===== config.mk =====
export PLATFORM = sky130hd
export DESIGN_NAME = z80_io_bridge
export DESIGN_NICKNAME = d
export VERILOG_FILES = /design/src/rtl/z80_io_bridge.sv
export SDC_FILE = /design/constraint.sdc
export NUM_CORES = 1
export LEC_CHECK = 0
export BUFFER_PORTS_ARGS = -buffer_cell sky130_fd_sc_hd__buf_2
export CELL_PAD_IN_SITES_DETAIL_PLACEMENT = 1
export CELL_PAD_IN_SITES_GLOBAL_PLACEMENT = 2
export CORE_MARGIN = 5
export CORE_UTILIZATION = 42
export DETAILED_ROUTE_END_ITERATION = 12
export GPL_TIMING_DRIVEN = 0
export PLACE_DENSITY = 0.91
export REMOVE_ABC_BUFFERS = 1
export SYNTH_ARGS = -nofsm -noshare
export SYNTH_HDL_FRONTEND = slang
export SYNTH_SLANG_ARGS = --single-unit

===== constraint.sdc =====
create_clock -name clk_w -period 5.2 [get_ports clk_w]
set_clock_uncertainty 0.05 [all_clocks]
set_input_delay 0.52 -clock clk_w [delete_from_list [all_inputs] [get_ports clk_w]]
set_output_delay 0.52 -clock clk_w [all_outputs]
set_load 0.01 [all_outputs]

===== src/rtl/z80_io_bridge.sv =====
// Z80 I/O-port bridge: decodes a port window, filters host strobes, queues
// writes in a FIFO and turns host cycles into req/ack transactions with timeout.
module z80_io_bridge #(
  parameter logic [7:0]  PORT_BASE      = 8'h98,
  parameter int unsigned PORT_ADDR_BITS = 2,
  parameter int unsigned ADDR_WIDTH     = 16,
  parameter int unsigned FILTER_LEN     = 3,
  parameter int unsigned WFIFO_DEPTH    = 4,
  parameter int unsigned ACK_TIMEOUT    = 255,
  parameter int unsigned WAIT_EN        = 1
) (
  input  logic                           clk_w,
  input  logic                           reset_n_w,
  input  logic [7:0]                     io_addr,
  input  logic                           iorq_n,
  input  logic                           rd_n,
  input  logic                           wr_n,
  input  logic [7:0]                     cd_in,
  output logic [7:0]                     cd_out,
  output logic                           cd_oe,
  output logic                           cs_n,
  output logic                           wait_n,
  output logic                           req,
  output logic                           wrt,
  output logic [ADDR_WIDTH-1:0]          adr,
  output logic [7:0]                     dbo,
  input  logic [7:0]                     dbi,
  input  logic                           ack,
  output logic [$clog2(WFIFO_DEPTH):0]   fifo_level,
  output logic                           overflow,
  output logic                           timeout_err,
  input  logic                           err_clr
);

  localparam int unsigned PW  = PORT_ADDR_BITS;
  localparam int unsigned FW  = $clog2(WFIFO_DEPTH);
  localparam int unsigned FCW = $clog2(FILTER_LEN + 1);
  localparam int unsigned TW  = $clog2(ACK_TIMEOUT + 1);

  typedef enum logic [2:0] {IDLE, WR_REQ, WR_WAIT, RD_REQ, RD_WAIT} state_t;

  logic sel, csr_raw, csw_raw;
  assign sel     = (io_addr[7:PW] == PORT_BASE[7:PW]);
  assign cs_n    = ~(sel & ~iorq_n);
  assign csr_raw = ~cs_n & ~rd_n;
  assign csw_raw = ~cs_n & ~wr_n;
  assign cd_oe   = csr_raw;

  logic [1:0]    csr_sync, csw_sync;
  logic [PW-1:0] addr_m, addr_s;
  logic [7:0]    data_m, data_s;

  always_ff @(posedge clk_w or negedge reset_n_w) begin
    if (!reset_n_w) begin
      csr_sync <= '0;
      csw_sync <= '0;
      addr_m   <= '0;
      addr_s   <= '0;
      data_m   <= '0;
      data_s   <= '0;
    end else begin
      csr_sync <= {csr_sync[0], csr_raw};
      csw_sync <= {csw_sync[0], csw_raw};
      addr_m   <= io_addr[PW-1:0];
      addr_s   <= addr_m;
      data_m   <= cd_in;
      data_s   <= data_m;
    end
  end

  // Index 0 = read strobe, 1 = write strobe; filtered value flips after
  // FILTER_LEN consecutive samples that disagree with it.
  logic [1:0]     s_in, f, f_d;
  logic [FCW-1:0] fcnt [2];
  assign s_in = {csw_sync[1], csr_sync[1]};

  always_ff @(posedge clk_w or negedge reset_n_w) begin
    if (!reset_n_w) begin
      f       <= '0;
      f_d     <= '0;
      fcnt[0] <= '0;
      fcnt[1] <= '0;
    end else begin
      f_d <= f;
      for (int unsigned i = 0; i < 2; i++) begin
        if (s_in[i] != f[i]) begin
          if (fcnt[i] == FCW'(FILTER_LEN - 1)) begin
            f[i]    <= s_in[i];
            fcnt[i] <= '0;
          end else begin
            fcnt[i] <= fcnt[i] + FCW'(1);
          end
        end else begin
          fcnt[i] <= '0;
        end
      end
    end
  end

  logic rise_w, rise_r, fall_r;
  assign rise_w = f[1] & ~f_d[1];
  assign rise_r = f[0] & ~f_d[0] & ~rise_w;
  assign fall_r = ~f[0] & f_d[0];

  state_t        state;
  logic [TW-1:0] timer;
  logic          tmo, pop, push, full, empty;
  logic [FW:0]   wptr, rptr;
  logic [PW+7:0] mem [WFIFO_DEPTH];
  logic [PW+7:0] head;

  assign tmo        = (timer == TW'(ACK_TIMEOUT - 1));
  assign pop        = (state == WR_WAIT) & (ack | tmo);
  assign fifo_level = wptr - rptr;
  assign full       = (fifo_level == (FW + 1)'(WFIFO_DEPTH));
  assign empty      = (fifo_level == '0);
  assign push       = rise_w & (~full | pop);
  assign head       = mem[rptr[FW-1:0]];

  always_ff @(posedge clk_w) begin
    if (push) mem[wptr[FW-1:0]] <= {addr_s, data_s};
  end

  always_ff @(posedge clk_w or negedge reset_n_w) begin
    if (!reset_n_w) begin
      wptr     <= '0;
      rptr     <= '0;
      overflow <= 1'b0;
    end else begin
      if (push) wptr <= wptr + (FW + 1)'(1);
      if (pop)  rptr <= rptr + (FW + 1)'(1);
      if (err_clr)              overflow <= 1'b0;
      else if (rise_w && !push) overflow <= 1'b1;
    end
  end

  logic          tmo_hit, rd_pend, rd_valid;
  logic [PW-1:0] rd_adr;
  logic [7:0]    rd_latch;
  assign tmo_hit = ((state == WR_WAIT) || (state == RD_WAIT)) & ~ack & tmo;

  always_ff @(posedge clk_w or negedge reset_n_w) begin
    if (!reset_n_w) begin
      state       <= IDLE;
      req         <= 1'b0;
      wrt         <= 1'b0;
      adr         <= '0;
      dbo         <= '0;
      timer       <= '0;
      rd_pend     <= 1'b0;
      rd_valid    <= 1'b0;
      rd_adr      <= '0;
      rd_latch    <= 8'h00;
      timeout_err <= 1'b0;
    end else begin
      req <= 1'b0;
      if (rise_r && !rd_pend) begin
        rd_pend <= 1'b1;
        rd_adr  <= addr_s;
      end
      if (fall_r) rd_valid <= 1'b0;
      if (err_clr)      timeout_err <= 1'b0;
      else if (tmo_hit) timeout_err <= 1'b1;
      case (state)
        IDLE: begin
          if (!empty) begin
            state <= WR_REQ;
            req   <= 1'b1;
            wrt   <= 1'b1;
            adr   <= ADDR_WIDTH'(head[PW+7:8]);
            dbo   <= head[7:0];
          end else if (rd_pend) begin
            state <= RD_REQ;
            req   <= 1'b1;
            wrt   <= 1'b0;
            adr   <= ADDR_WIDTH'(rd_adr);
          end
        end
        WR_REQ: begin
          state <= WR_WAIT;
          timer <= '0;
        end
        RD_REQ: begin
          state <= RD_WAIT;
          timer <= '0;
        end
        WR_WAIT: begin
          if (ack || tmo) state <= IDLE;
          else            timer <= timer + TW'(1);
        end
        RD_WAIT: begin
          if (ack || tmo) begin
            rd_latch <= ack ? dbi : 8'hFF;
            rd_valid <= 1'b1;
            rd_pend  <= 1'b0;
            state    <= IDLE;
          end else begin
            timer <= timer + TW'(1);
          end
        end
        default: state <= IDLE;
      endcase
    end
  end

  assign cd_out = rd_latch;
  assign wait_n = ~((WAIT_EN != 0) & csr_raw & ~rd_valid);

endmodule


==> results.cfg <==
[worst_setup_path]
crit_fanout = 13
crit_family = flip-flops
critPathMaxStageDelay_ps = 850
path_class = register to register
required_ps = 5290
arrival_ps = 3110
setup.worst_path.end_class = register
cp_num_buf_inv = 0
cpMaxStageDelayCell = dfrtp_1
worstPathCellList = ha_1, fa_1, nand2_1, o21ai_1, o21ai_2, and2_1
crit_path_start_kind = register

[finish]
nets = 407
area_growth_pct = 22.4
drive_gt1_frac = 0.297
diodes = 0
stdcell_count = 516
final.fill_count = 1048

[yosys]
ys_async_sr_fraction = 0.652
synth_seq_area_share = 0.686
synth-simple-area-share = 0.0884
synth-xor-area-share = 0.0265
syn_area_per_cell_sq_um = 15.3
synth_ff_type = dfrtp_1
synth_fa_ha_area_frac = 0.0268
synth-edff-count = 40
synth_top_family_by_area = multiplexers
synth_compound_area_frac = 0.0435
yosysUniqueCellTypes = 46
yosysWarnings = 0
synth_mux_area_frac = 0.0896
syn_inst = 294
synth_seq_cells = 115
syn_area_sq_um = 4480

[global_routing]
grt.overflow.total = 0
first_global_vias = 2926
groute.usage.overall = 0.169
grt_start_max_net_pins = 43
grt_pass1_wl_microns = 16300
antenna_found_initial = 0

[timing]
setup_viol = 0
maxSlewViolCount = 0
finalCritPeriodShare = 0.580
rsz0062_at_grt = false
fin_tns_setup_ps = 0
worst_pin_slew_ps = 786
hold_viol = 0
fmax_mhz = 332
finalCriticalPeriod_ps = 3020
max-slew-margin-rel = 0.476

[routing]
via_count = 2561
wl_microns = 9850
vias_per_cell = 4.96
dr.pass1.iters = 4
drc_errors = 0
wl_per_cell_microns = 19.1
drtIter0Drc = 163
postRouteAntennaNets = 0

[power]
p_leak_nw = 2.33
power.share.switching = 0.287
power_switching_uw = 831
p_int_mw = 2.07
p_per_area_nw_per_um2 = 528
combPwrFrac = 0.202
p_seq_frac = 0.402
vdd_drop_max_uv = 212
p_clk_frac = 0.396

[place]
numPortBuffers = 58
placedCellCount = 483
place_congestion = 0.800
dp_hpwl_microns = 6170

[clock_network]
clk_pin_slew_ps = 50
postCtsSetupRepairBufs = 0
numCtsBuffers = 17
cts_resized = 0
clockBufferDepth = 2
clock_latency_ps = 510
cts-root-buf = clkbuf_8
htreeDepth = 4
tritoncts = built
cts_num_sinks = 115

[floorplanning]
core_area_sq_um = 10400
rows = 37
start_util = 0.432
dieWidth_microns = 113
io_pins = 73
die_area_sq_um = 12800
die_h_microns = 113

[run]
drv_cap = 0

[hold_path]
hp-class = input pin to register

[outcome]
outcome = finished clean
power groups by stage:
stage | clock network, mW | logic [mW] | registers, mW
after floorplan | 0 | 0.350 | 1.18
after global placement | 0 | 0.551 | 1.18
after detailed placement | 0 | 0.580 | 1.18
after CTS | 1.17 | 0.598 | 1.17
after global routing | 1.22 | 0.650 | 1.18
final | 1.15 | 0.586 | 1.16
cell usage in the layout (no fill, tap or decap), types with 7 or more instances in the layout:
master	synthesis	layout
dfrtp_1	75	75
buf_2	1	57
edfxtp_1	40	40
nor2_1	18	18
clkbuf_16	0	17
nand2_1	15	15
conb_1	1	14
inv_1	11	11
mux4_2	10	10
o22a_1	8	8
mux2_1	8	8
ha_1	8	8
xnor2_1	7	7
cells in the mapped netlist, types with 2 or more instances:
master,number,area share
nor3_1,5,0.0056
xor2_1,4,0.0078
buf_4,15,0.025
o21ai_1,4,0.0045
inv_1,11,0.0092
and2_1,5,0.0070
nor2b_1,2,0.0028
nor2_1,18,0.015
nand4_1,4,0.0056
nand2b_1,3,0.0042
mux2_1,8,0.020
mux4_2,10,0.050
o21ai_0,6,0.0067
o21ai_2,2,0.0039
edfxtp_1,40,0.27
a21oi_1,2,0.0022
xnor2_1,7,0.014
dfrtp_1,75,0.42
mux2i_1,3,0.0067
nand2_1,15,0.013
nand3_1,4,0.0045
ha_1,8,0.022
nor3b_1,5,0.0084
nor3_2,3,0.0067
mux2_2,5,0.013
o22a_1,8,0.016
clkbuf_1,3,0.0025
sequential cells by signal, indices dropped and copies added, names as in the netlist, 2 cells and up:
| signal | flops |
|---|---|
| rptr | 3 |
| state | 3 |
| f_d | 2 |
| dbo | 8 |
| data_s | 8 |
| addr_m | 2 |
| data_m | 8 |
| adr | 2 |
| csw_sync | 2 |
| timer | 8 |
| cd_out | 8 |
| mem | 40 |
| fcnt | 4 |
| addr_s | 2 |
| rd_adr | 2 |
| wptr | 3 |
| f | 2 |
| csr_sync | 2 |
path summary, 6_finish.rpt:
kind,startpoint,endpoint,slack [ps],cells after the start
setup / recovery,rptr[0],mem[3][2],2180,6
setup reg to reg,rptr[0],mem[3][2],2180,6
hold / removal,io_addr[0],addr_m[0],60,1
max in group asynchronous,reset_n_w,csr_sync[1],4050,3
hold reg to reg,data_m[1],data_s[1],300,0
min in group asynchronous,reset_n_w,dbo[0],460,2
per-layer routing:
metal | wire length [microns] | global-route usage
met4 | 129 | 0.0721
met2 | 5080 | 0.269
met1 | 4280 | 0.217
met3 | 353 | 0.0471
met5 | 0 | 0
layout make-up:
class                   count  area (sq um)  area share
inverters                  11          41.3     0.00752
repair buffers             60           323      0.0588
clock buffers              25           495      0.0903
multi-input cells         162          1280       0.234
well taps                 136           170      0.0310
flip-flops and latches    115          3080       0.561
clock inverters             7          95.1      0.0173
kinds of logic (layout without fill, tap and decap cells):
kind of cell	count (synthesis)	after routing
mux	26	26
compound gates	28	28
xor+xnor	12	12
flops	115	115
buf+inv	30	103
simple gates	73	73
fa+ha+maj	9	9
other cells	1	14
metrics by stage:
step	utilization	instance area (sq um)	total power [mW]	hold WS [ps]	setup WS (ps)
6_report	0.529	5490	2.90	63.7	2180
5_1_grt	0.529	5490	3.05	37.5	1950
4_1_cts	0.529	5490	2.94	37.8	2120
3_5_place_dp	0.471	4890	1.76	286	2210
3_3_place_gp	0.469	4860	1.73	284	2250
2_1_floorplan	-	4400	1.53	174	2700
worst reg2reg max path, cell delays in order, from the launching register on:
cell	delay, ps
dfrtp_1	850
ha_1	300
fa_1	460
nand2_1	130
o21ai_1	90
o21ai_2	160
and2_1	620
timing repair:
| action | in CTS | in global routing |
|---|---|---|
| hold endpoints to repair | 33 | 0 |
| hold buffers | 1 | 0 |
| setup endpoints to repair | 0 | 0 |
Note: power is estimated with default switching activity, not from simulation.
